$ cat src/rtl/riscv_pkg.sv
`default_nettype none
// ============================================================================
// Module   : riscv_pkg
// Purpose  : Shared definitions for the register-file slice: default register
//            width, the INIT/RUN state encoding and the address-width helper.
// Revision : 1.0 - initial release
// ============================================================================
package riscv_pkg;

    localparam int XLEN_DEFAULT = 32;

    // INIT scrubs the array one register per cycle; RUN serves traffic.
    typedef enum logic [0:0] {
        INIT = 1'b0,
        RUN  = 1'b1
    } state_e;

    // Address width for a register count that is a power of two.
    function automatic int aw_f(input int nregs);
        return $clog2(nregs);
    endfunction

endpackage
`default_nettype wire

$ cat src/rtl/riscv_scoreboard.sv
`default_nettype none
// ============================================================================
// Module   : riscv_scoreboard
// Purpose  : Pending-write busy bits, one per register. Set on issue, clear
//            on writeback; a set and a clear to the same register in one
//            cycle leaves it set. busy_next is the post-update vector, which
//            is also what gets registered.
// Ports    : clk, rst        - clock, synchronous active-high reset
//            set_en/set_addr - issue (already qualified: RUN, addr != 0)
//            clr_en/clr_addr - writeback (already qualified)
//            busy_next       - busy vector after this cycle's update
// Revision : 1.0 - initial release
// ============================================================================
module riscv_scoreboard
    import riscv_pkg::*;
#(
    parameter  int NREGS = 32,
    localparam int AW    = aw_f(NREGS)
) (
    input  logic             clk,
    input  logic             rst,
    input  logic             set_en,
    input  logic [AW-1:0]    set_addr,
    input  logic             clr_en,
    input  logic [AW-1:0]    clr_addr,
    output logic [NREGS-1:0] busy_next
);

    logic [NREGS-1:0] busy_q;

    always_comb begin
        busy_next = busy_q;
        if (clr_en) begin
            busy_next[clr_addr] = 1'b0;
        end
        // Set applied last so it wins over a same-cycle clear.
        if (set_en) begin
            busy_next[set_addr] = 1'b1;
        end
        busy_next[0] = 1'b0;
    end

    always_ff @(posedge clk) begin
        if (rst) begin
            busy_q <= '0;
        end else begin
            busy_q <= busy_next;
        end
    end

endmodule
`default_nettype wire

$ cat src/rtl/riscv_regfile_sb.sv
`default_nettype none
// ============================================================================
// Module   : riscv_regfile_sb
// Purpose  : Multi-read-port register file with a write-pending scoreboard.
//            After reset the array is scrubbed to zero one register per
//            cycle (INIT); then it serves registered reads with optional
//            same-cycle write forwarding (RUN).
// Ports    : clk, rst            - clock, synchronous active-high reset
//            ready               - high in RUN
//            rd_en/rd_addr       - per-port read request (port i at i*AW)
//            rd_data/rd_busy     - per-port registered data and busy flag
//            wr_en/wr_addr/wr_data - writeback
//            iss_en/iss_addr     - issue of an instruction writing iss_addr
// Revision : 1.0 - initial release
// ============================================================================
module riscv_regfile_sb
    import riscv_pkg::*;
#(
    parameter  int XLEN   = XLEN_DEFAULT,
    parameter  int NREGS  = 32,
    parameter  int NRD    = 2,
    parameter  int BYPASS = 1,
    localparam int AW     = aw_f(NREGS)
) (
    input  logic                clk,
    input  logic                rst,
    output logic                ready,
    input  logic [NRD-1:0]      rd_en,
    input  logic [NRD*AW-1:0]   rd_addr,
    output logic [NRD*XLEN-1:0] rd_data,
    output logic [NRD-1:0]      rd_busy,
    input  logic                wr_en,
    input  logic [AW-1:0]       wr_addr,
    input  logic [XLEN-1:0]     wr_data,
    input  logic                iss_en,
    input  logic [AW-1:0]       iss_addr
);

    state_e           state_q, state_d;
    logic [AW-1:0]    cnt_q, cnt_d;
    logic [XLEN-1:0]  regs_q [NREGS];
    logic [XLEN-1:0]  regs_d [NREGS];
    logic             run;
    logic             wr_ok;
    logic             iss_ok;
    logic [NREGS-1:0] busy_next;

    assign run    = (state_q == RUN);
    assign ready  = run;
    // x0 is hardwired: writes and issues to it never take effect.
    assign wr_ok  = run && wr_en  && (wr_addr  != '0);
    assign iss_ok = run && iss_en && (iss_addr != '0);

    always_comb begin
        state_d = state_q;
        cnt_d   = cnt_q;
        regs_d  = regs_q;
        if (!run) begin
            regs_d[cnt_q] = '0;
            cnt_d         = cnt_q + AW'(1);
            if (cnt_q == AW'(NREGS - 1)) begin
                state_d = RUN;
            end
        end else if (wr_ok) begin
            regs_d[wr_addr] = wr_data;
        end
    end

    always_ff @(posedge clk) begin
        if (rst) begin
            state_q <= INIT;
            cnt_q   <= '0;
        end else begin
            state_q <= state_d;
            cnt_q   <= cnt_d;
        end
    end

    // Array contents need no reset: the scrub that follows reset clears them,
    // and holding them during rst drops any write in the reset cycle.
    always_ff @(posedge clk) begin
        if (!rst) begin
            regs_q <= regs_d;
        end
    end

    riscv_scoreboard #(
        .NREGS (NREGS)
    ) u_scoreboard (
        .clk       (clk),
        .rst       (rst),
        .set_en    (iss_ok),
        .set_addr  (iss_addr),
        .clr_en    (wr_ok),
        .clr_addr  (wr_addr),
        .busy_next (busy_next)
    );

    for (genvar i = 0; i < NRD; i++) begin : g_rd
        logic [AW-1:0]   addr;
        logic [XLEN-1:0] data_q, data_d;
        logic            busy_q, busy_d;

        assign addr = rd_addr[i*AW +: AW];

        always_comb begin
            data_d = data_q;
            busy_d = busy_q;
            if (run && rd_en[i]) begin
                if (addr == '0) begin
                    data_d = '0;
                    busy_d = 1'b0;
                end else begin
                    if ((BYPASS != 0) && wr_ok && (wr_addr == addr)) begin
                        data_d = wr_data;
                    end else begin
                        data_d = regs_q[addr];
                    end
                    // Post-update busy keeps flag consistent with forwarded data.
                    busy_d = busy_next[addr];
                end
            end
        end

        always_ff @(posedge clk) begin
            if (rst) begin
                data_q <= '0;
                busy_q <= 1'b0;
            end else begin
                data_q <= data_d;
                busy_q <= busy_d;
            end
        end

        assign rd_data[i*XLEN +: XLEN] = data_q;
        assign rd_busy[i]              = busy_q;
    end

endmodule
`default_nettype wire

$ cat config.mk
export PLATFORM = sky130hd
export DESIGN_NAME = riscv_regfile_sb
export DESIGN_NICKNAME = d
export VERILOG_FILES = /design/src/rtl/riscv_pkg.sv /design/src/rtl/riscv_scoreboard.sv /design/src/rtl/riscv_regfile_sb.sv
export SDC_FILE = /design/constraint.sdc
export NUM_CORES = 2
export LEC_CHECK = 0
export CORE_ASPECT_RATIO = 0.8
export CORE_MARGIN = 1.5
export CORE_UTILIZATION = 50
export CTS_CLUSTER_DIAMETER = 30
export DETAILED_ROUTE_END_ITERATION = 8
export PLACE_DENSITY = 0.7
export SLEW_MARGIN = 20
export SYNTH_ARGS = -nofsm -noshare
export SYNTH_HDL_FRONTEND = slang
export SYNTH_SLANG_ARGS = --single-unit
$ cat constraint.sdc
create_clock -name clk -period 4.22 [get_ports clk]
set_input_delay 0.422 -clock clk [delete_from_list [all_inputs] [get_ports clk]]
set_output_delay 0.422 -clock clk [all_outputs]
set_load 0.005 [all_outputs]
==> out/metrics.cfg <==
[cts]
cts_resized = 0
postCtsHoldBufs = 0
cts_tree = done
cts_max_level = 4
cts_max_path_buffers = 3
cts.clk_slew.worst_paths_ps = 60
cts_sinks = 1127
clk_latency_ps = 850
cts-root-buf = clkbuf_16
cts_setup_buffers = 0
cts_buffers = 206

[routing]
drc_errors = 22
num_vias = 57400
first_pass_iters = 9
wl_met1_mm = 94.9
dr_wl_met2_mm = 106
routedWlPerCell_um = 34.4
ant_nets = 0
met3_length_mm = 50.4
routed_wl_mm = 268
drt_iter0_drc = 11900
drt-vias-per-instance = 7.36
top_layer_used = met5

[critical_path]
r2r_cells = 6
rrSetupSlack_ps = 1040
critical_path.top_delay_family = buffers and inverters
required_ps = 3800
endpoint = ready
crit_slowest_cell = buf_4
cp-end-kind = primary output
crit_start = ready
critical_path_buf_inv_count = 2
criticalPathCategory = reg -> out
crit_arrival_ps = 2860
timing.rr.end = g_rd[1].busy_q
cp-start-kind = flop
crit_cells = 2
rr_startpoint = ready
max_stage_delay_ps = 700
cp_cell_sequence = buf_4 > clkdlybuf4s50_1
worstPathMaxFanout = 36

[grt]
grt_pass1_wl_mm = 380
grt_max_degree = 106
overflow = 0
grt_usage_pct = 39.7
first_global_vias = 54200
antenna_found_initial = 5

[sta]
fmax_mhz = 304
post-route-min-period_ps = 3280
worst_clock_skew_ps = 38.9
rsz0062_at_grt = false
finalSetupTns_ps = 0
slew_violations = 0
final-hold-violation-count = 0
tightest_slew_ps = 1230
maxSlewHeadroom_pct = 17.6
final-setup-viol-count = 0
fin_crit_sh_pct = 77.8

[die]
die_x_um = 405
die-area_um2 = 132000
io_pins = 125
core_um2 = 128000
start_util_pct = 50.7
rows = 117
die_h_um = 325

[outcome]
status = finished, violations left
violations = design-rule violations

[power_and_ir_drop]
combPwrFrac_pct = 11.4
internal_power_mw = 25.2
peakVddDrop_uv = 382
power.switching_mw = 9.31
clkPwrFrac_pct = 49.6
power_mw = 34.5
p_sw_share_pct = 26.9
leakage_nw = 27.9
cellPowerDensity_nw_per_um2 = 455
p_seq_share_pct = 39.0

[placement]
place_hpwl_mm = 158
gp_congestion = 0.975
placed_cells = 7403
io_buffers = 124

[logic_synthesis]
syn-num-nets = 5944
synth_edf_count = 1024
synth_top_area_share_pct = 47.5
synth_top_area_cell = edfxtp_1
syn_area_per_cell_um2 = 11.0
ys.flop_type = edfxtp_1
async_reset_ff_share_pct = 0
syn_area_um2 = 64700
ys_ff_latch = 1127
yosysWarnings = 0
syn_inst = 5881
ys_seq_area_share_pct = 50.7
synth_area_leaders = edfxtp_1, mux4_2, o21ai_0
synth_cell_types = 59

[flow_run]
cap_violations = 0

[cells_and_area]
fin_cells = 7796
multi_input_area_um2 = 29800
nets = 5949
seqCellArea_um2 = 32800
final_util_pct = 59.3
synthToLayoutAreaGrowth_pct = 17.1
fill_cells = 10100
drive_above_1_share_pct = 18.9

[min_path]
hold_path.class = in -> reg

## stage by stage
step                      setup slack, ps  area [um2]  hold WS (ps)
after global placement                819       68600           450
after CTS                             975       75800           176
after floorplan                       914       64700           434
after detailed placement              797       68600           476
final                                 935       75800           190
after global routing                  916       75800           199
## power by group through the flow
stage	registers [mW]	clock network (mW)	logic, mW
after floorplan	13.5	0	2.36
after global placement	13.6	0	3.63
after detailed placement	13.6	0	3.71
after CTS	13.4	17.1	3.74
after global routing	13.5	17.6	4.05
final	13.5	17.1	3.94
## cells in the mapped netlist (3+ instances only)
master	instances
a21oi_1	243
mux2i_1	374
inv_1	3
a32o_1	68
nor3b_4	3
buf_1	19
and3b_1	3
a31oi_1	17
buf_12	4
buf_4	19
a211oi_2	8
nor2b_1	45
xnor2_1	5
and2_1	6
buf_2	79
nand2_1	1073
clkbuf_1	439
and4b_1	4
a22o_1	24
a221oi_1	126
and3_1	7
a22oi_1	186
ha_1	5
o22ai_1	4
nor3b_1	3
nor2_1	145
mux4_4	3
buf_6	52
mux2_2	126
o21ai_0	1144
nand3_1	9
o21ai_1	6
nor3_1	4
xor2_1	8
nand2b_1	4
mux4_2	275
o211ai_1	126
dfxtp_1	103
a211oi_1	56
edfxtp_1	1024
## logic make-up (layout without fill, tap and decap cells)
family	after synthesis	in the layout	share of synthesized area (%)
compound gates	2019	2019	18.6
xor+xnor	13	13	0.176
fa+ha+maj	5	5	0.0966
buf+inv	618	806	4.57
flops	1127	1127	50.7
mux	778	778	17.7
other cells	0	2	0
simple gates	1321	1321	8.19
## area by class of cell
| type | count | area share (%) |
|---|---|---|
| tap | 1725 | 2.85 |
| clock buffer | 236 | 7.15 |
| timing repair buffer | 412 | 5.06 |
| multi-input combinational | 4136 | 39.3 |
| antenna | 2 | 0.00660 |
| sequential | 1127 | 43.3 |
| clock inverter | 155 | 2.32 |
| inverter | 3 | 0.0149 |
## worst min-delay path by stage
stage | from | end | slack, ps | cells past startpoint
5_1_grt | rst | u_scoreboard.busy_q[3] | 200 | 2
6_report | rst | u_scoreboard.busy_q[26] | 190 | 2
4_1_cts | rst | u_scoreboard.busy_q[26] | 180 | 2
3_5_place_dp | g_rd[1].data_q[30] | g_rd[1].data_q[30] | 480 | 2
2_1_floorplan | g_rd[0].busy_q | g_rd[0].busy_q | 430 | 2
3_3_place_gp | g_rd[0].data_q[30] | g_rd[0].data_q[30] | 450 | 2
## layer usage
| layer | track usage, % | vias to the layer above |
|---|---|---|
| met5 | 1.02 | - |
| met3 | 17.9 | 1110 |
| met1 | 53.4 | 27500 |
| li1 | - | 22600 |
| met2 | 53.1 | 6143 |
| met4 | 21.6 | 10 |
## sequential cells by signal, summed over array words and instances, names as in the netlist
signal and flops:
g_rd.data_q 64, ready 1, u_scoreboard.busy_q 31, regs_q 1024, g_rd.busy_q 2, cnt_q 5
## layout by cell type, fill, tap and decap left out, types with 13 or more instances in the layout
master and instances:
buf_12 35, mux2_2 126, dfxtp_1 101, clkinv_4 13, mux4_2 275, a21oi_1 193, o211ai_1 126, nor2b_1 43
clkinv_1 26, a32o_1 68, buf_4 257, mux2i_1 374, clkinvlp_4 23, nor2_1 142, edfxtp_1 1024, clkdlybuf4s50_1 113
clkinv_2 27, clkbuf_16 210, a21oi_4 50, o21ai_0 1144, a22o_1 24, a221oi_1 126, a22oi_1 186, clkbuf_1 19
a211oi_1 56, inv_6 21, bufinv_16 24, nand2_1 1067, a31oi_4 15
Power figures use the tool's default switching activity.
